File: src/rtl/dred_pkg.sv
// Shared constants and types for the D-reduced function expander.
package dred_pkg;

  localparam int unsigned N_IN  = 24;
  localparam int unsigned K     = 4;
  localparam int unsigned IDX_W = 5;
  localparam int unsigned LUT_W = 1 << K;

  typedef enum logic [2:0] {
    CFG_LUT      = 3'd0,
    CFG_SEL      = 3'd1,
    CFG_CHI_MASK = 3'd2,
    CFG_CHI_VAL  = 3'd3,
    CFG_FB       = 3'd4
  } cfg_addr_e;

  typedef logic [K-1:0][IDX_W-1:0] sel_vec_t;

  // Indices at or beyond N_IN shift the vector out entirely and read 0.
  function automatic logic pick_bit(logic [N_IN-1:0] x, logic [IDX_W-1:0] idx);
    logic [N_IN-1:0] sh;
    sh = x >> idx;
    return sh[0];
  endfunction

endpackage

File: src/rtl/dred_proj_expander_if.sv
// Config, input-vector and result handshake bundle of the expander.
interface dred_proj_expander_if;
  import dred_pkg::*;

  logic            cfg_we;
  logic            cfg_ready;
  logic [2:0]      cfg_addr;
  logic [N_IN-1:0] cfg_wdata;
  logic            in_valid;
  logic            in_ready;
  logic [N_IN-1:0] in_x;
  logic            out_valid;
  logic            out_ready;
  logic            out_y;
  logic            out_in_proj;

  modport master (
    output cfg_we, cfg_addr, cfg_wdata, in_valid, in_x, out_ready,
    input  cfg_ready, in_ready, out_valid, out_y, out_in_proj
  );

  modport slave (
    input  cfg_we, cfg_addr, cfg_wdata, in_valid, in_x, out_ready,
    output cfg_ready, in_ready, out_valid, out_y, out_in_proj
  );

endinterface

File: src/rtl/dred_lut_eval.sv
// Combinational reconstruction: gather K selected bits, read the LUT, or fall back.
module dred_lut_eval
  import dred_pkg::*;
(
  input  logic [N_IN-1:0]  x_i,
  input  logic             chi_i,
  input  logic [LUT_W-1:0] lut_i,
  input  sel_vec_t         sel_i,
  input  logic [IDX_W-1:0] fb_idx_i,
  input  logic             fb_inv_i,
  output logic             y_o
);

  logic [K-1:0] addr;

  always_comb begin
    addr = '0;
    for (int unsigned j = 0; j < K; j++) begin
      addr[j] = pick_bit(x_i, sel_i[j]);
    end
  end

  assign y_o = chi_i ? lut_i[addr] : (pick_bit(x_i, fb_idx_i) ^ fb_inv_i);

endmodule

File: src/rtl/dred_proj_expander.sv
// Two-stage streaming evaluator of f(x) = chi(x) ? f_P(x|sel) : fallback(x).
module dred_proj_expander
  import dred_pkg::*;
(
  input  logic                 clk,
  input  logic                 rst_n,
  dred_proj_expander_if.slave  bus
);

  logic [LUT_W-1:0] lut_q, lut_d;
  sel_vec_t         sel_q, sel_d;
  logic [N_IN-1:0]  chi_mask_q, chi_mask_d;
  logic [N_IN-1:0]  chi_val_q, chi_val_d;
  logic [IDX_W-1:0] fb_idx_q, fb_idx_d;
  logic             fb_inv_q, fb_inv_d;

  logic             s1_valid_q, s1_valid_d;
  logic [N_IN-1:0]  s1_x_q, s1_x_d;
  logic             s1_chi_q, s1_chi_d;

  logic             out_valid_q, out_valid_d;
  logic             out_y_q, out_y_d;
  logic             out_proj_q, out_proj_d;

  logic stall, out_adv, in_ready, in_fire, cfg_ready, cfg_fire, chi_in, y_eval;

  assign stall     = out_valid_q & ~bus.out_ready;
  assign out_adv   = ~stall;
  // A full S1 behind a stalled output is the only input-side blocker besides config.
  assign in_ready  = ~bus.cfg_we & ~(s1_valid_q & stall);
  assign in_fire   = bus.in_valid & in_ready;
  assign cfg_ready = ~s1_valid_q & ~out_valid_q;
  assign cfg_fire  = bus.cfg_we & cfg_ready;
  assign chi_in    = (bus.in_x & chi_mask_q) == chi_val_q;

  dred_lut_eval u_eval (
    .x_i      (s1_x_q),
    .chi_i    (s1_chi_q),
    .lut_i    (lut_q),
    .sel_i    (sel_q),
    .fb_idx_i (fb_idx_q),
    .fb_inv_i (fb_inv_q),
    .y_o      (y_eval)
  );

  always_comb begin
    lut_d      = lut_q;
    sel_d      = sel_q;
    chi_mask_d = chi_mask_q;
    chi_val_d  = chi_val_q;
    fb_idx_d   = fb_idx_q;
    fb_inv_d   = fb_inv_q;
    if (cfg_fire) begin
      case (cfg_addr_e'(bus.cfg_addr))
        CFG_LUT:      lut_d      = bus.cfg_wdata[LUT_W-1:0];
        CFG_SEL:      sel_d      = sel_vec_t'(bus.cfg_wdata[K*IDX_W-1:0]);
        CFG_CHI_MASK: chi_mask_d = bus.cfg_wdata;
        CFG_CHI_VAL:  chi_val_d  = bus.cfg_wdata;
        CFG_FB: begin
          fb_idx_d = bus.cfg_wdata[IDX_W-1:0];
          fb_inv_d = bus.cfg_wdata[IDX_W];
        end
        default: ;
      endcase
    end
  end

  always_comb begin
    s1_valid_d  = in_fire | (s1_valid_q & ~out_adv);
    s1_x_d      = s1_x_q;
    s1_chi_d    = s1_chi_q;
    if (in_fire) begin
      s1_x_d   = bus.in_x;
      s1_chi_d = chi_in;
    end
    out_valid_d = out_valid_q;
    out_y_d     = out_y_q;
    out_proj_d  = out_proj_q;
    if (out_adv) begin
      out_valid_d = s1_valid_q;
      if (s1_valid_q) begin
        out_y_d    = y_eval;
        out_proj_d = s1_chi_q;
      end
    end
  end

  always_ff @(posedge clk or negedge rst_n) begin
    if (!rst_n) begin
      lut_q       <= '0;
      sel_q       <= '0;
      chi_mask_q  <= '0;
      chi_val_q   <= '0;
      fb_idx_q    <= '0;
      fb_inv_q    <= 1'b0;
      s1_valid_q  <= 1'b0;
      s1_x_q      <= '0;
      s1_chi_q    <= 1'b0;
      out_valid_q <= 1'b0;
      out_y_q     <= 1'b0;
      out_proj_q  <= 1'b0;
    end else begin
      lut_q       <= lut_d;
      sel_q       <= sel_d;
      chi_mask_q  <= chi_mask_d;
      chi_val_q   <= chi_val_d;
      fb_idx_q    <= fb_idx_d;
      fb_inv_q    <= fb_inv_d;
      s1_valid_q  <= s1_valid_d;
      s1_x_q      <= s1_x_d;
      s1_chi_q    <= s1_chi_d;
      out_valid_q <= out_valid_d;
      out_y_q     <= out_y_d;
      out_proj_q  <= out_proj_d;
    end
  end

  assign bus.in_ready    = in_ready;
  assign bus.cfg_ready   = cfg_ready;
  assign bus.out_valid   = out_valid_q;
  assign bus.out_y       = out_y_q;
  assign bus.out_in_proj = out_proj_q;

endmodule

File: src/flat_wrapper.sv
// flat-port wrapper written by rule: the top's interface ports become plain ports
module dred_proj_expander_flat import dred_pkg::*;
  (clk, rst_n, bus_cfg_we, bus_cfg_addr, bus_cfg_wdata, bus_in_valid, bus_in_x, bus_out_ready, bus_cfg_ready, bus_in_ready, bus_out_valid, bus_out_y, bus_out_in_proj);
  dred_proj_expander_if bus_i ();
  input  logic clk;
  input  logic rst_n;
  input wire logic [$bits(bus_i.cfg_we)-1:0] bus_cfg_we;
  input wire logic [$bits(bus_i.cfg_addr)-1:0] bus_cfg_addr;
  input wire logic [$bits(bus_i.cfg_wdata)-1:0] bus_cfg_wdata;
  input wire logic [$bits(bus_i.in_valid)-1:0] bus_in_valid;
  input wire logic [$bits(bus_i.in_x)-1:0] bus_in_x;
  input wire logic [$bits(bus_i.out_ready)-1:0] bus_out_ready;
  output wire logic [$bits(bus_i.cfg_ready)-1:0] bus_cfg_ready;
  output wire logic [$bits(bus_i.in_ready)-1:0] bus_in_ready;
  output wire logic [$bits(bus_i.out_valid)-1:0] bus_out_valid;
  output wire logic [$bits(bus_i.out_y)-1:0] bus_out_y;
  output wire logic [$bits(bus_i.out_in_proj)-1:0] bus_out_in_proj;
  assign bus_i.cfg_we = bus_cfg_we;
  assign bus_i.cfg_addr = bus_cfg_addr;
  assign bus_i.cfg_wdata = bus_cfg_wdata;
  assign bus_i.in_valid = bus_in_valid;
  assign bus_i.in_x = bus_in_x;
  assign bus_i.out_ready = bus_out_ready;
  assign bus_cfg_ready = bus_i.cfg_ready;
  assign bus_in_ready = bus_i.in_ready;
  assign bus_out_valid = bus_i.out_valid;
  assign bus_out_y = bus_i.out_y;
  assign bus_out_in_proj = bus_i.out_in_proj;
  dred_proj_expander u_core (.clk(clk), .rst_n(rst_n), .bus(bus_i));
endmodule
File: config.mk
export PLATFORM = sky130hd
export DESIGN_NAME = dred_proj_expander_flat
export DESIGN_NICKNAME = d
export VERILOG_FILES = /design/src/rtl/dred_pkg.sv /design/src/rtl/dred_proj_expander_if.sv /design/src/rtl/dred_lut_eval.sv /design/src/rtl/dred_proj_expander.sv /design/src/flat_wrapper.sv
export SDC_FILE = /design/constraint.sdc
export NUM_CORES = 1
export LEC_CHECK = 0
export CORE_MARGIN = 2
export CORE_UTILIZATION = 57
export DETAILED_ROUTE_END_ITERATION = 10
export GPL_ROUTABILITY_DRIVEN = 0
export PLACE_DENSITY = 0.91
export SYNTH_ARGS = -nofsm -noshare
export SYNTH_HDL_FRONTEND = slang
export SYNTH_SLANG_ARGS = --single-unit
File: constraint.sdc
create_clock -name clk -period 3.3 [get_ports clk]
set_input_delay 0.33 -clock clk [delete_from_list [all_inputs] [get_ports clk]]
set_output_delay 0.33 -clock clk [all_outputs]
set_load 0.05 [all_outputs]
==> results.py, run 1 <==
metrics = {
    "logic_synthesis": {
        "ys_seq_area_frac": 0.491,
        "yosys-top-cells-count": "119 x dfrtp_1, 117 x mux2_2, 36 x nand2_1, 29 x mux2i_1, 20 x mux4_2",
        "synth_top_area_frac": 0.491,
        "synth_cell_types": 45,
        "yosysMostFrequentCell": "dfrtp_1",
        "synth_area_um2": 6060,
        "yosysTopAreaCell": "dfrtp_1",
        "async_reset_ff_frac": 1.00,
        "synth_area_per_cell_um2": 13.7,
        "ys_warn_count": 0,
        "synth_area_leaders": "dfrtp_1 49%, mux2_2 22%, mux4_2 7.4%",
        "synth-edff-count": 0,
        "syn_inst": 444,
        "synth_nets": 500,
        "ys_ff_latch": 119,
        "yosys_most_used_dff": "dfrtp_1",
    },
    "timing": {
        "maxSlewHeadroom": 0.438,
        "period_needed_ns": 2.75,
        "setup_viol": 0,
        "tightest_slew_ns": 0.843,
        "fin_skew_ns": 0.00589,
        "hold_viol_final": 0,
        "timing.fmax_mhz": 364,
        "rsz0062_at_grt": "no",
        "setup_tns_ns": 0,
        "finalCritPeriodShare": 0.832,
        "drv_slew": 0,
    },
    "worst_setup_path": {
        "crit_top_cell": "mux2i_1",
        "cpMaxStageDelayCell": "mux4_2",
        "startpoint_type": "flip-flop",
        "worstPathArrival_ns": 3.14,
        "r2r_slack_ns": 0.55,
        "cp_cell_sequence": "mux4_2 -> a211oi_1 -> a21oi_1 -> a311oi_4 -> mux2i_1 -> mux2i_1 -> a22oi_1 -> a211oi_2",
        "crit_required_ns": 3.70,
        "rr_endpoint": "u_core.bus.out_y",
        "max_stage_delay_ns": 0.56,
        "worstSetupPathType": "reg -> reg",
        "worstRegToRegCells": 8,
        "timing.rr.start": "u_core.sel_q[0]",
        "critPathMaxFanout": 7,
        "worstSetupEndpointType": "flip-flop",
        "crit_path_start": "u_core.sel_q[0]",
        "crit_path_end": "u_core.bus.out_y",
    },
    "clocking": {
        "cts-root-buf": "clkbuf_8",
        "cts_buffers": 17,
        "clock-sinks": 119,
        "clk_path_buf_depth": 2,
        "cts-resized-gates": 0,
        "htreeDepth": 4,
        "post_cts_buffers": 0,
        "worstSkewPairLatency_ns": 0.53,
        "tritoncts": "yes",
        "path_clk_slew_ns": 0.06,
    },
    "final_layout": {
        "syn_to_final_growth_pct": 21.6,
        "fillers": 639,
        "layout.nets": 565,
        "antennaDiodeCount": 0,
        "layout-drive-gt1-share": 0.344,
        "design_area_um2": 7370,
    },
    "grt": {
        "grt_use_met2": 0.443,
        "grt_use_met1": 0.348,
        "top_usage_layer": "met2",
        "grtUsageMet3": 0.0815,
        "grt_use_total": 0.281,
        "grt_pass1_vias": 4365,
        "grt_remaining_overflow": 0,
        "antenna_found_initial": 0,
        "grt_max_degree": 66,
        "grt_pass1_wl_mm": 23.8,
    },
    "floorplanning": {
        "num_rows": 37,
        "initial_core_util": 0.587,
        "core_um2": 10300,
        "die-area_um2": 11500,
        "pin_count": 61,
        "die_y_um": 107,
        "die_w_um": 107,
    },
    "run_status": {
        "status": "complete, no violations",
    },
    "power": {
        "power_density_nw_per_um2": 778,
        "swShare": 0.316,
        "power_frac_seq": 0.405,
        "clkPwrFrac": 0.309,
        "ir_worst_vdd_mv": 0.371,
        "comb_power_share": 0.286,
        "p_switching_mw": 1.81,
        "p_int_mw": 3.92,
        "power.total_mw": 5.73,
        "power_leakage_nw": 3.07,
    },
    "placed_design": {
        "dp_hpwl_mm": 10.3,
        "dpl_cell_area_um2": 6800,
        "port_buffers": 60,
    },
    "worst_hold_path": {
        "hold_path.class": "in -> reg",
    },
    "drt": {
        "drt_wl_total_mm": 14.9,
        "drcViolationCount": 0,
        "vias": 4211,
        "ant_nets": 0,
        "drtIter0Drc": 447,
        "dr.pass1.iters": 6,
        "wl_per_cell_um": 22.7,
        "vias_per_cell": 6.41,
    },
    "run": {
        "max-cap-violations": 0,
    },
}
## registers in the layout, indices dropped and copies added, names as in the netlist
signal,flops
u_core.bus.out_valid,1
u_core.lut_q,16
u_core.fb_idx_q,5
u_core.bus.out_in_proj,1
u_core.s1_valid_q,1
u_core.chi_mask_q,24
u_core.sel_q,20
u_core.bus.out_y,1
u_core.s1_x_q,24
u_core.s1_chi_q,1
u_core.fb_inv_q,1
u_core.chi_val_q,24
## power groups by stage
stage               clock network [mW]  logic (mW)  registers, mW
detailed placement                   0        1.60           2.32
finish                            1.77        1.64           2.32
floorplan                            0        1.32           2.11
CTS                               1.78        1.63           2.31
global placement                     0        1.53           2.29
global route                      1.85        1.74           2.38
## stage by stage
step           std cells  hold WS, ns  setup slack (ns)  utilization
4_1_cts              657        0.435             0.557        0.714
3_3_place_gp         625        0.461             0.704        0.659
3_5_place_dp         625        0.470             0.579        0.659
2_1_floorplan        444       0.0344             0.899            -
6_report             657        0.445             0.554        0.714
5_1_grt              657        0.454             0.385        0.714
## layer usage
layer / vias up / share of wire
met5: - / 0
met4: 0 / 0.055
met3: 63 / 0.088
met2: 246 / 0.48
met1: 2117 / 0.38
li1: 1785 / -
## worst max-delay path: cells and delay by family (launching register included)
family,cells,cell delay [ns]
DFF,1,0.54
AOI/OAI and AO/OA,5,1.19
muxes,3,0.87
## cell type report
class | instances | area (um^2) | area share
multi-input cells | 300 | 2980 | 0.405
well taps | 136 | 170 | 0.0231
repair buffers | 66 | 658 | 0.0893
clock buffers | 23 | 467 | 0.0633
flip-flops and latches | 119 | 2980 | 0.404
clock inverters | 8 | 97.6 | 0.0132
inverters | 5 | 18.8 | 0.00255
## cells in the final DEF (no fill, tap or decap), types with 8 or more instances in the layout
master           synthesis  routed
clkdlybuf4s50_1          0      59
mux2i_1                 29      29
xor2_1                   8       8
xnor2_1                 17      17
dfrtp_1                119     119
nor2_1                  10       8
clkbuf_16                0      16
nand3_1                 10      10
mux2_2                 117     117
mux4_2                  20      20
nand2_1                 36      36
## kinds of logic after synthesis
family | after synthesis | synth area share
XOR/XNOR | 25 | 0.0361
multiplexers | 169 | 0.353
buffers and inverters | 25 | 0.0173
AND/OR/NAND/NOR | 81 | 0.0644
AO/OA/AOI/OAI | 25 | 0.0384
flip-flops | 119 | 0.491
## worst min path at each step
stage / startpoint / to / slack, ns / cells past startpoint
final: bus_cfg_wdata[20] / u_core.chi_mask_q[20] / 0.45 / 2
after global routing: bus_cfg_wdata[21] / u_core.chi_val_q[21] / 0.45 / 2
after CTS: bus_cfg_wdata[20] / u_core.chi_mask_q[20] / 0.44 / 2
after detailed placement: u_core.bus.out_in_proj / u_core.bus.out_in_proj / 0.47 / 2
after global placement: u_core.bus.out_in_proj / u_core.bus.out_in_proj / 0.46 / 2
after floorplan: rst_n / u_core.bus.out_in_proj / 0.03 / 0
## repair_timing
action | in CTS | in global routing
endpoints found under the setup margin | 0 | 0
hold buffers | 1 | 0
hold endpoints to repair | 64 | 0
(Power assumes the default switching activity.)
==> run 2: changes to the inputs <==
--- a/config.mk
+++ b/config.mk
@@ -6,10 +6,10 @@
 export NUM_CORES = 1
 export LEC_CHECK = 0
 export CORE_MARGIN = 2
-export CORE_UTILIZATION = 57
+export CORE_UTILIZATION = 52
 export DETAILED_ROUTE_END_ITERATION = 10
 export GPL_ROUTABILITY_DRIVEN = 0
-export PLACE_DENSITY = 0.91
+export PLACE_DENSITY = 0.88
 export SYNTH_ARGS = -nofsm -noshare
 export SYNTH_HDL_FRONTEND = slang
 export SYNTH_SLANG_ARGS = --single-unit
==> constraint.sdc (replaced) <==
create_clock -name clk -period 2.3 [get_ports clk]
set_input_delay 0.23 -clock clk [delete_from_list [all_inputs] [get_ports clk]]
set_output_delay 0.23 -clock clk [all_outputs]
set_load 0.05 [all_outputs]
==> run 2 against run 1 <==
Against the previous run: the flow now finishes with violations (setup timing); wire length is 7.1% higher; worst hold slack lost 0.16 ns; register-to-register slack worse by 0.82 ns; first-iteration DRC count down 2.7%; critical path type unchanged; critical endpoint unchanged; highest routed layer unchanged.
==> results.py, run 2 (synthesis gave the netlist of run 1 again) <==
metrics = {
    "drt": {
        "vias": 4360,
        "dr.pass1.iters": 5,
        "vias_per_cell": 6.25,
        "drtIter0Drc": 435,
        "wl_per_cell_um": 22.9,
        "drt_wl_total_mm": 16.0,
        "ant_nets": 0,
        "drcViolationCount": 0,
    },
    "placed_design": {
        "port_buffers": 60,
        "dp_hpwl_mm": 11.1,
        "dp.cells": 667,
    },
    "timing": {
        "maxSlewHeadroom": 0.446,
        "finalCritPeriodShare": 1.12,
        "hold_viol_final": 0,
        "period_needed_ns": 2.57,
        "tightest_slew_ns": 0.821,
        "rsz0062_at_grt": "yes",
        "setup_viol": 1,
        "timing.fmax_mhz": 389,
        "setup_slack_ns": -0.270,
        "hold_ws_ns": 0.280,
        "fin_skew_ns": 0.00802,
        "drv_slew": 0,
    },
    "grt": {
        "antenna_found_initial": 0,
        "grt_remaining_overflow": 0,
        "grt_max_degree": 61,
        "grt_pass1_wl_mm": 25.3,
        "grt_use_total": 0.268,
        "grt_pass1_vias": 4609,
    },
    "clocking": {
        "clk_path_buf_depth": 2,
        "tritoncts": "yes",
        "cts_buffers": 17,
        "worstSkewPairLatency_ns": 0.41,
        "cts-root-buf": "clkbuf_16",
        "htreeDepth": 4,
        "clock-sinks": 119,
        "path_clk_slew_ns": 0.05,
    },
    "worst_setup_path": {
        "rr_endpoint": "u_core.bus.out_y",
        "r2r_slack_ns": -0.27,
        "critPathBufInv": 1,
        "cp_cell_sequence": "mux4_2 -> o211ai_1 -> a21oi_2 -> a311oi_4 -> buf_6 -> mux2i_1 -> mux2i_1 -> a22oi_1 -> a211oi_2",
        "worstSetupPathType": "reg -> reg",
        "critPathMaxFanout": 7,
        "max_stage_delay_ns": 0.55,
        "crit_top_cell": "mux2i_1",
        "crit_required_ns": 2.59,
        "cp_top_family": "compound AO/OA/AOI/OAI gates",
        "worstRegToRegCells": 9,
        "worstSetupEndpointType": "flip-flop",
        "timing.rr.start": "u_core.sel_q[0]",
        "startpoint_type": "flip-flop",
        "worstPathArrival_ns": 2.86,
        "cpMaxStageDelayCell": "mux4_2",
    },
    "final_layout": {
        "layout.nets": 600,
        "final_core_util": 0.681,
        "fillers": 789,
        "layout_common_cells": "117 x mux2_2, 117 x dfrtp_1, 58 x clkdlybuf4s50_1",
        "fin_cells": 698,
        "top_regs": "u_core.chi_mask_q (24), u_core.chi_val_q (24), u_core.s1_x_q (24)",
        "antennaDiodeCount": 0,
        "syn_to_final_growth_pct": 28.2,
        "layout-drive-gt1-share": 0.402,
    },
    "floorplanning": {
        "die-area_um2": 12500,
        "die_w_um": 112,
        "initial_core_util": 0.531,
        "die_y_um": 112,
        "core_um2": 11400,
        "pin_count": 61,
        "num_rows": 39,
    },
    "power": {
        "power.total_mw": 8.88,
        "ir_worst_vdd_mv": 0.701,
        "power_leakage_nw": 3.30,
        "power_density_nw_per_um2": 1140,
    },
    "run": {
        "max-cap-violations": 0,
    },
    "run_status": {
        "violations": "setup timing",
        "status": "finished, violations left",
    },
    "worst_hold_path": {
        "hold_path.class": "in -> async",
    },
}
run 2: layer usage:
| layer | global-route usage | vias to the layer above | wire length [um] |
|---|---|---|---|
| met2 | 0.428 | 237 | 7610 |
| met4 | 0.136 | 0 | 802 |
| met1 | 0.334 | 2204 | 6240 |
| li1 | - | 1844 | - |
| met3 | 0.0778 | 75 | 1330 |
| met5 | 0 | - | 0 |
run 2: per-stage QoR:
step / setup TNS [ns] / instance area, um^2 / worst slack [ns]
6_report: -0.270 / 7770 / -0.270
5_1_grt: -0.343 / 7770 / -0.343
4_1_cts: -0.162 / 7770 / -0.162
3_5_place_dp: -0.263 / 7110 / -0.263
3_3_place_gp: -0.208 / 7110 / -0.208
2_1_floorplan: -0.0288 / 6060 / -0.0288
run 2: power by group:
part | internal (mW) | switching, mW
registers | 2.67 | 0.546
clock network | 1.98 | 0.901
logic | 1.55 | 1.22
run 2: worst register-to-register path, cell delays in order, from the launching register on:
cell      delay (ns)
dfrtp_2         0.46
mux4_2          0.55
o211ai_1        0.24
a21oi_2         0.11
a311oi_4        0.23
buf_6           0.17
mux2i_1         0.19
mux2i_1         0.10
a22oi_1         0.28
a211oi_2        0.11
run 2: final cells by class:
cell class,instances,area [um^2],area share
multi-input combinational,300,2990,0.385
sequential,119,2980,0.383
timing repair buffer,101,960,0.123
clock buffer,20,467,0.0600
tap,143,179,0.0230
clock inverter,10,175,0.0225
inverter,5,18.8,0.00241
run 2: how the worst max path moves through the flow:
stage	startpoint	endpoint	slack, ns	cells past startpoint
after global placement	u_core.sel_q[0]	u_core.bus.out_y	-0.21	9
after detailed placement	u_core.sel_q[0]	u_core.bus.out_y	-0.26	9
after CTS	u_core.sel_q[0]	u_core.bus.out_y	-0.16	9
final	u_core.sel_q[0]	u_core.bus.out_y	-0.27	9
after global routing	u_core.sel_q[0]	u_core.bus.out_y	-0.34	9
after floorplan	u_core.sel_q[0]	u_core.bus.out_y	-0.03	9
run 2: repair_timing:
| action | 4_1_cts | 5_1_grt |
|---|---|---|
| gates resized for setup | 4 | 1 |
| buffers inserted | 0 | 0 |
| hold buffers | 1 | 0 |
| hold endpoints to repair | 26 | 0 |
| pin swaps | 2 | 0 |
| endpoints found under the setup margin | 1 | 1 |
